File: config.mk
export PLATFORM = sky130hd
export DESIGN_NAME = overlay_ctrl
export DESIGN_NICKNAME = d
export VERILOG_FILES = /design/src/rtl/overlay_ctrl.sv
export SDC_FILE = /design/constraint.sdc
export NUM_CORES = 1
export LEC_CHECK = 0
export ABC_AREA = 1
export CORE_MARGIN = 2
export CORE_UTILIZATION = 50
export CTS_BUF_LIST = sky130_fd_sc_hd__clkbuf_8
export DETAILED_ROUTE_END_ITERATION = 10
export PLACE_DENSITY_LB_ADDON = 0.2
export SYNTH_ARGS = -nofsm -noshare
export SYNTH_HDL_FRONTEND = slang
export SYNTH_SLANG_ARGS = --single-unit
File: constraint.sdc
create_clock -name clk -period 4.7 [get_ports clk]
set_input_delay 0.705 -clock clk [delete_from_list [all_inputs] [get_ports clk]]
set_output_delay 0.705 -clock clk [all_outputs]
set_load 0.005 [all_outputs]
File: src/rtl/overlay_ctrl.sv
// overlay_ctrl: frame-synchronous sequencer for the title/overlay sprite layer.
// Follows the game phase, drives the sprite enables, slides the "game over"
// banner in one step per frame, blinks the hint and gates restart requests
// until the banner has rested for HOLD_FRAMES frames.
//
// Handshake note: new_frame and button_pulse are single-cycle strobes with no
// back-pressure; each is consumed in the cycle it is high or dropped. All
// outputs are registered and reflect the state entered on the same clock edge.
module overlay_ctrl #(
  parameter int OVER_START_Y = -19,
  parameter int OVER_FINAL_Y = 52,
  parameter int OVER_STEP    = 4,
  parameter int HOLD_FRAMES  = 30,
  parameter int BLINK_HALF   = 16
) (
  input  logic        clk,
  input  logic        rstn,
  input  logic        new_frame,
  input  logic [1:0]  phase,
  input  logic        button_pulse,
  output logic        logo_enable,
  output logic        ready_enable,
  output logic        hint_enable,
  output logic        over_enable,
  output logic [15:0] over_pos_y,
  output logic        btn_to_game,
  output logic        restart_pulse,
  output logic [2:0]  state_dbg
);

  typedef enum logic [2:0] {
    S_SYNC  = 3'd0,
    S_TITLE = 3'd1,
    S_READY = 3'd2,
    S_PLAY  = 3'd3,
    S_DROP  = 3'd4,
    S_HOLD  = 3'd5,
    S_WAIT  = 3'd6
  } state_t;

  localparam logic signed [16:0] START17 = 17'(OVER_START_Y);
  localparam logic signed [16:0] FINAL17 = 17'(OVER_FINAL_Y);
  localparam logic signed [16:0] STEP17  = 17'(OVER_STEP);
  localparam logic [15:0] START_Y    = 16'(OVER_START_Y);
  localparam logic [15:0] FINAL_Y    = 16'(OVER_FINAL_Y);
  localparam logic [15:0] HOLD_INIT  = 16'(HOLD_FRAMES);
  localparam logic [15:0] BLINK_LAST = 16'(BLINK_HALF - 1);

  // Game phase a state stands for; DROP/HOLD/WAIT all mean "over".
  function automatic logic [1:0] phase_of(input state_t s);
    case (s)
      S_TITLE: phase_of = 2'd0;
      S_READY: phase_of = 2'd1;
      S_PLAY:  phase_of = 2'd2;
      default: phase_of = 2'd3;
    endcase
  endfunction

  // Entry state for a game phase.
  function automatic state_t state_for(input logic [1:0] p);
    case (p)
      2'd0:    state_for = S_TITLE;
      2'd1:    state_for = S_READY;
      2'd2:    state_for = S_PLAY;
      default: state_for = S_DROP;
    endcase
  endfunction

  state_t      state, state_nxt;
  logic [15:0] blink_cnt, blink_nxt;
  logic [15:0] hold_cnt, hold_nxt;
  logic [15:0] pos_nxt;
  logic        hint_nxt;
  logic        phase_change;
  logic        stay;
  logic signed [16:0] sum17;
  logic        logo_nxt, ready_nxt, over_nxt, btn_nxt, restart_nxt;

  assign state_dbg    = state;
  assign phase_change = (state != S_SYNC) && (phase_of(state) != phase);
  assign stay         = (state != S_SYNC) && !phase_change;
  assign sum17        = $signed({over_pos_y[15], over_pos_y}) + STEP17;

  // State register with the animation counters and banner position.
  always_ff @(posedge clk or negedge rstn) begin
    if (!rstn) begin
      state       <= S_SYNC;
      blink_cnt   <= '0;
      hold_cnt    <= '0;
      over_pos_y  <= START_Y;
      hint_enable <= 1'b0;
    end else begin
      state       <= state_nxt;
      blink_cnt   <= blink_nxt;
      hold_cnt    <= hold_nxt;
      over_pos_y  <= pos_nxt;
      hint_enable <= hint_nxt;
    end
  end

  // Next state: a phase mismatch wins over frame steps in the same cycle.
  always_comb begin
    state_nxt = state;
    blink_nxt = blink_cnt;
    hold_nxt  = hold_cnt;
    pos_nxt   = over_pos_y;
    hint_nxt  = hint_enable;
    if (state == S_SYNC || phase_change) begin
      state_nxt = state_for(phase);
      blink_nxt = '0;
      hold_nxt  = '0;
      pos_nxt   = START_Y;
      hint_nxt  = (phase == 2'd1);
    end else if (new_frame) begin
      case (state)
        S_READY: begin
          if (blink_cnt == BLINK_LAST) begin
            blink_nxt = '0;
            hint_nxt  = ~hint_enable;
          end else begin
            blink_nxt = blink_cnt + 16'd1;
          end
        end
        S_DROP: begin
          if (sum17 >= FINAL17) begin
            pos_nxt   = FINAL_Y;
            state_nxt = S_HOLD;
            hold_nxt  = HOLD_INIT;
          end else begin
            pos_nxt = sum17[15:0];
          end
        end
        S_HOLD: begin
          if (hold_cnt <= 16'd1) begin
            hold_nxt  = '0;
            state_nxt = S_WAIT;
          end else begin
            hold_nxt = hold_cnt - 16'd1;
          end
        end
        default: ;
      endcase
    end
  end

  // Output decode from the state being entered; buttons pass only when staying.
  always_comb begin
    logo_nxt    = (state_nxt == S_TITLE);
    ready_nxt   = (state_nxt == S_READY);
    over_nxt    = (state_nxt == S_DROP) || (state_nxt == S_HOLD) ||
                  (state_nxt == S_WAIT);
    btn_nxt     = button_pulse && stay &&
                  ((state == S_TITLE) || (state == S_READY) || (state == S_PLAY));
    restart_nxt = button_pulse && stay && (state == S_WAIT);
  end

  // Output registers.
  always_ff @(posedge clk or negedge rstn) begin
    if (!rstn) begin
      logo_enable   <= 1'b0;
      ready_enable  <= 1'b0;
      over_enable   <= 1'b0;
      btn_to_game   <= 1'b0;
      restart_pulse <= 1'b0;
    end else begin
      logo_enable   <= logo_nxt;
      ready_enable  <= ready_nxt;
      over_enable   <= over_nxt;
      btn_to_game   <= btn_nxt;
      restart_pulse <= restart_nxt;
    end
  end

  // START17 documents the signed start value alongside FINAL17/STEP17.
  logic unused_start;
  assign unused_start = ^START17;

endmodule

# Word-level counts from Yosys, hierarchy flattened

Cells that the tools add are included.

Bits in registers: 57
Input port bits: 6

$add $sub $neg: 3
Reduce and logical (&&, ||, !) cells: 23
Mux-type cells: 24
Eq/ne operators: 16
Bitwise gates (word level): 1
Order comparisons: 2

Operator list:

| cell                                                                                 | number |
|---|---|
| 16-bit two-way mux                                                                   | 12 |
| 16-bit one-hot mux with 2 select lines                                               | 1 |
| 3-bit equality test, second input constant                                           | 6 |
| 16-bit by 4-bit adder with 17-bit output, second input constant                      | 1 |
| 17-bit by 7-bit greater-or-equal comparator with 1-bit output, second input constant | 1 |
| 16-bit by 1-bit adder with 16-bit output, second input constant                      | 1 |
| 16-bit by 4-bit equality test with 1-bit output, second input constant               | 1 |
| 16-bit by 1-bit less-or-equal comparator with 1-bit output, second input constant    | 1 |
| 16-bit by 1-bit subtractor with 16-bit output, second input constant                 | 1 |
| 3-bit two-way mux                                                                    | 4 |
| 3-bit by 2-bit equality test with 1-bit output, second input constant                | 3 |
| 3-bit one-hot mux with 3 select lines                                                | 1 |
| 2-bit nonzero test                                                                   | 4 |
| 3-bit by 1-bit equality test with 1-bit output, second input constant                | 2 |
| 2-bit one-hot mux with 3 select lines                                                | 1 |
| 3-bit one-hot mux with 2 select lines                                                | 1 |
| 3-bit AND reduction                                                                  | 2 |
| 3-bit nonzero test                                                                   | 2 |
| 1-bit logical AND                                                                    | 5 |
| 1-bit logical OR                                                                     | 5 |
| 1-bit two-way mux                                                                    | 4 |
| 2-bit AND reduction                                                                  | 2 |
| 3-bit logical NOT                                                                    | 1 |
| 3-bit != test, second input constant                                                 | 1 |
| 6 further kinds                                                                      | 6 |

# Longest topological paths before layout

Depth after elaboration: 9
Gate-level depth with buffers: 16

# Least setup slack after synthesis

OpenSTA, ideal clock, no wires.

Kind: register to register
Start: reg over_pos_y[2]
End: reg hold_cnt[2]
Cell stages (with the launch flop): 15
Path slack: 2.660 ns
Path buffers: 1
Arrival: 1.923 ns
Library setup time: 0.117 ns
Cells stage by stage: dfstp_2 ha_1 nand2_2 nor2_4 nand2_2 nor2_2 xor2_1 nor2_1 nand2_2 nand2_4 nand2_8 nand2_8 buf_12 nand3_2 nand2_1

Cells in the longest elaborated chain, start to end: 4

RTL lines:

| element                                                       | RTL line | RTL |
|---|---|---|
| from (decl)                                                   | 25       | `output logic [15:0] over_pos_y,` |
| from (signal assigned)                                        | 96       | `over_pos_y <= pos_nxt;` |
| 16-bit by 4-bit adder with 17-bit output                      | 82       | `assign sum17 = $signed({over_pos_y[15], over_pos_y}) + STEP17;` |
| 17-bit by 7-bit greater-or-equal comparator with 1-bit output | 125      | `if (sum17 >= FINAL17) begin` |
| 3-bit != test (no source line)                                | --       |  |
| 3-bit AND reduction (no source line)                          | --       |  |
| to (signal assigned)                                          | 95       | `hold_cnt <= hold_nxt;` |
| to (decl)                                                     | 71       | `logic [15:0] hold_cnt, hold_nxt;` |

Every way passes these cells.
A chain may end at the register's enable or synchronous reset.

# Final worst setup path

Start: in phase[0]
End: reg over_pos_y[2]

Cells in the longest elaborated chain, start to end: 5
Elaborated cells on any way between the ends: 7

RTL lines:

| element                              | RTL line | RTL |
|---|---|---|
| from (decl)                          | 19       | `input logic [1:0] phase,` |
| 2-bit != test (*)                    | 80       | `assign phase_change = (state != S_SYNC) && (phase_of(state) != phase);` |
| 1-bit logical AND (*)                | 80       |  |
| 1-bit logical OR (*)                 | 108      | `if (state == S_SYNC \|\| phase_change) begin` |
| 2-bit nonzero test (no source line)  | --       |  |
| 2-bit AND reduction (no source line) | --       |  |

Every way passes the cells marked *; elsewhere a longest branch is shown, timed or not.

==> flow_metrics.py <==
metrics = {
    "run_status": {
        "status": "finished, final reports clean",
    },
    "clocking": {
        "postCtsSetupBuffers": 0,
        "htreeDepth": 2,
        "root_buffer": "clkbuf_8",
        "post_cts_resized": 0,
        "ctsHoldBuffers": 0,
        "tritoncts": "yes",
        "cts_sinks": 56,
        "worstSkewPairLatency_ns": 0.31,
        "clockBufferDepth": 2,
        "clkSlewWorstSetupHoldPaths_ns": 0.10,
        "numCtsBuffers": 5,
    },
    "yosys": {
        "yosysSeqAreaShare_pct": 39.4,
        "synth-seq-cells": 56,
        "syn-cell-area_um2": 3600,
        "synth_cell_type_count": 41,
        "synth_top_area_share_pct": 29.2,
        "ys_warn_count": 0,
        "synth.largest_area_cell": "dfrtp_1",
        "synth_fp_nets": 493,
        "syn_avg_cell_area_um2": 7.54,
        "synth.area.top_cells": "dfrtp_1 29%, nand2_1 11%, dfstp_2 10%",
        "syn-instance-count": 478,
    },
    "drt": {
        "drcViolationCount": 0,
        "num_vias": 3171,
        "ant_nets": 0,
        "drt_first_pass_iters": 4,
        "avgRoutedWirePerCell_um": 12.8,
        "drt-initial-drc-count": 187,
        "drt_wl_total_mm": 7.70,
        "via_per_inst": 5.28,
    },
    "power": {
        "leakage_nw": 1.92,
        "power-per-cell-area_nw_per_um2": 411,
        "vdd_drop_max_v": 0.000298,
    },
    "timing": {
        "rsz0062_at_grt": "false",
        "whs_ns": 0.510,
        "min_period_over_period_pct": 62.1,
        "post-route-min-period_ns": 2.92,
        "slew_headroom_pct": 36.6,
        "skew_ns": 0.0114,
        "slew_viol_final": 0,
        "fmax_mhz": 343,
        "hold_viol": 0,
        "tightestPinTransition_ns": 0.945,
        "tns_ns": 0,
        "finalSetupViolCount": 0,
    },
    "placement": {
        "io_buffers": 29,
        "placedInstanceArea_um2": 3940,
        "gp_congestion": 0.860,
        "dp_hpwl_mm": 5.50,
    },
    "worst_setup_path": {
        "arrival_ns": 3.18,
        "worstReg2RegEnd": "over_pos_y[2]",
        "critPathKind": "input pin to flip-flop",
        "worstPathRequired_ns": 4.96,
        "ff2ff_setup_slack_ns": 2.12,
        "crit_path_end_kind": "flip-flop",
        "r2r-start": "state_dbg[0]",
        "critPathLaunchType": "input pin",
        "worstRegToRegCells": 9,
        "crit_fanout": 27,
    },
    "cells_and_area": {
        "multiInputGateArea_um2": 1920,
        "nets": 519,
        "final_util_pct": 59.0,
        "drive_gt1_share_pct": 11.1,
        "regArea_um2": 1420,
        "most-common-layout-cells": "103 x nand2_1, 72 x nor2_1, 48 x inv_1",
        "fillers": 666,
        "final_common_cell": "nand2_1",
        "fin_area_um2": 4050,
        "syn2layout_area_growth_pct": 12.4,
        "num_antenna_cells": 0,
    },
    "global_routing": {
        "antenna_found_initial": 0,
        "grt_pass1_wl_mm": 13.3,
        "grt_use_total_pct": 21.0,
        "grt_max_degree": 57,
        "gr-total-overflow": 0,
        "grt_pass1_vias": 2975,
    },
    "min_path": {
        "hp-class": "input pin to async pin",
    },
    "flow_run": {
        "maxCapViolCount": 0,
    },
    "floorplan": {
        "core_area_um2": 6870,
        "dieArea_um2": 7900,
        "num_rows": 30,
        "io_pins": 31,
        "die_h_um": 88.9,
        "die_w_um": 88.9,
        "initial_core_util_pct": 52.5,
    },
}
[power breakdown]
group          switching (mW)  internal [mW]  leakage, nW
Sequential             0.0624          0.564        0.724
Combinational           0.467          0.252         1.14
Clock                   0.161          0.159       0.0599
[worst max-delay path by stage]
stage	end	cells past startpoint	startpoint	slack (ns)
final	over_pos_y[2]	9	phase[0]	1.78
after global routing	over_pos_y[5]	9	phase[0]	1.53
after CTS	over_pos_y[2]	9	phase[0]	1.77
after detailed placement	over_pos_y[2]	9	phase[0]	1.45
after global placement	over_pos_y[2]	9	phase[0]	1.56
after floorplan	hold_cnt[2]	14	over_pos_y[2]	2.66
[through the flow]
stage / power, mW / worst slack (ns) / std cells
finish: 1.67 / 1.78 / 601
global route: 1.80 / 1.53 / 601
CTS: 1.68 / 1.77 / 601
detailed placement: 1.35 / 1.45 / 593
global placement: 1.34 / 1.56 / 593
floorplan: 1.12 / 2.66 / 478
[flip-flops by register name, summed over array words and instances, names as in the netlist]
signal	cells
blink_cnt	16
hold_cnt	16
over_pos_y	15
state_dbg	3
btn_to_game	1
hint_enable	1
logo_enable	1
over_enable	1
ready_enable	1
restart_pulse	1
[per-layer routing]
layer	global-route usage, %	up-vias	routed length [µm]
li1	-	1617	-
met1	28.8	1474	3750
met2	34.5	73	3560
met3	3.88	7	303
met4	5.10	0	80
met5	0	-	0
[critical path, cell delays in order]
cell and delay (ns):
clkdlybuf4s50_1 0.50, inv_1 0.10, o31ai_1 0.22, inv_1 0.10, nand3_4 0.20, clkinv_1 0.80, nand4_1 0.40, nand2_1 0.08
inv_1 0.06
[logic make-up (layout without fill, tap and decap cells)]
family	after synthesis	in the layout	share of synthesized area, %
AOI/OAI and AO/OA	54	54	8.26
xor gates and xnor gates	16	16	3.89
adders and majority gates	9	9	3.12
buffers and inverters	62	89	7.43
DFF	56	56	39.4
other	1	1	0.104
and+or+nand+nor	280	280	37.8
[synth_stat cells (all sizes together)]
master	n
nand3b	3
buf	10
dfstp	14
nor4	2
a31oi	1
o22ai	1
and2	1
nand3	40
conb	1
o211ai	5
o21bai	1
or2	1
nor3	15
nand4	26
inv	50
xnor2	5
clkinv	1
o31ai	1
dfrtp	42
nand2	109
a22oi	1
ha	9
nor2	83
a21oi	23
a21boi	2
xor2	11
o21ai	19
clkbuf	1
[cell type report]
type / count / area share [%]
timing repair buffer: 30 / 7.22
clock buffer: 5 / 1.70
sequential: 56 / 35.0
inverter: 51 / 4.72
tap: 96 / 2.96
multi-input combinational: 360 / 47.3
clock inverter: 3 / 1.05
Note: power is estimated with default switching activity, not from simulation.
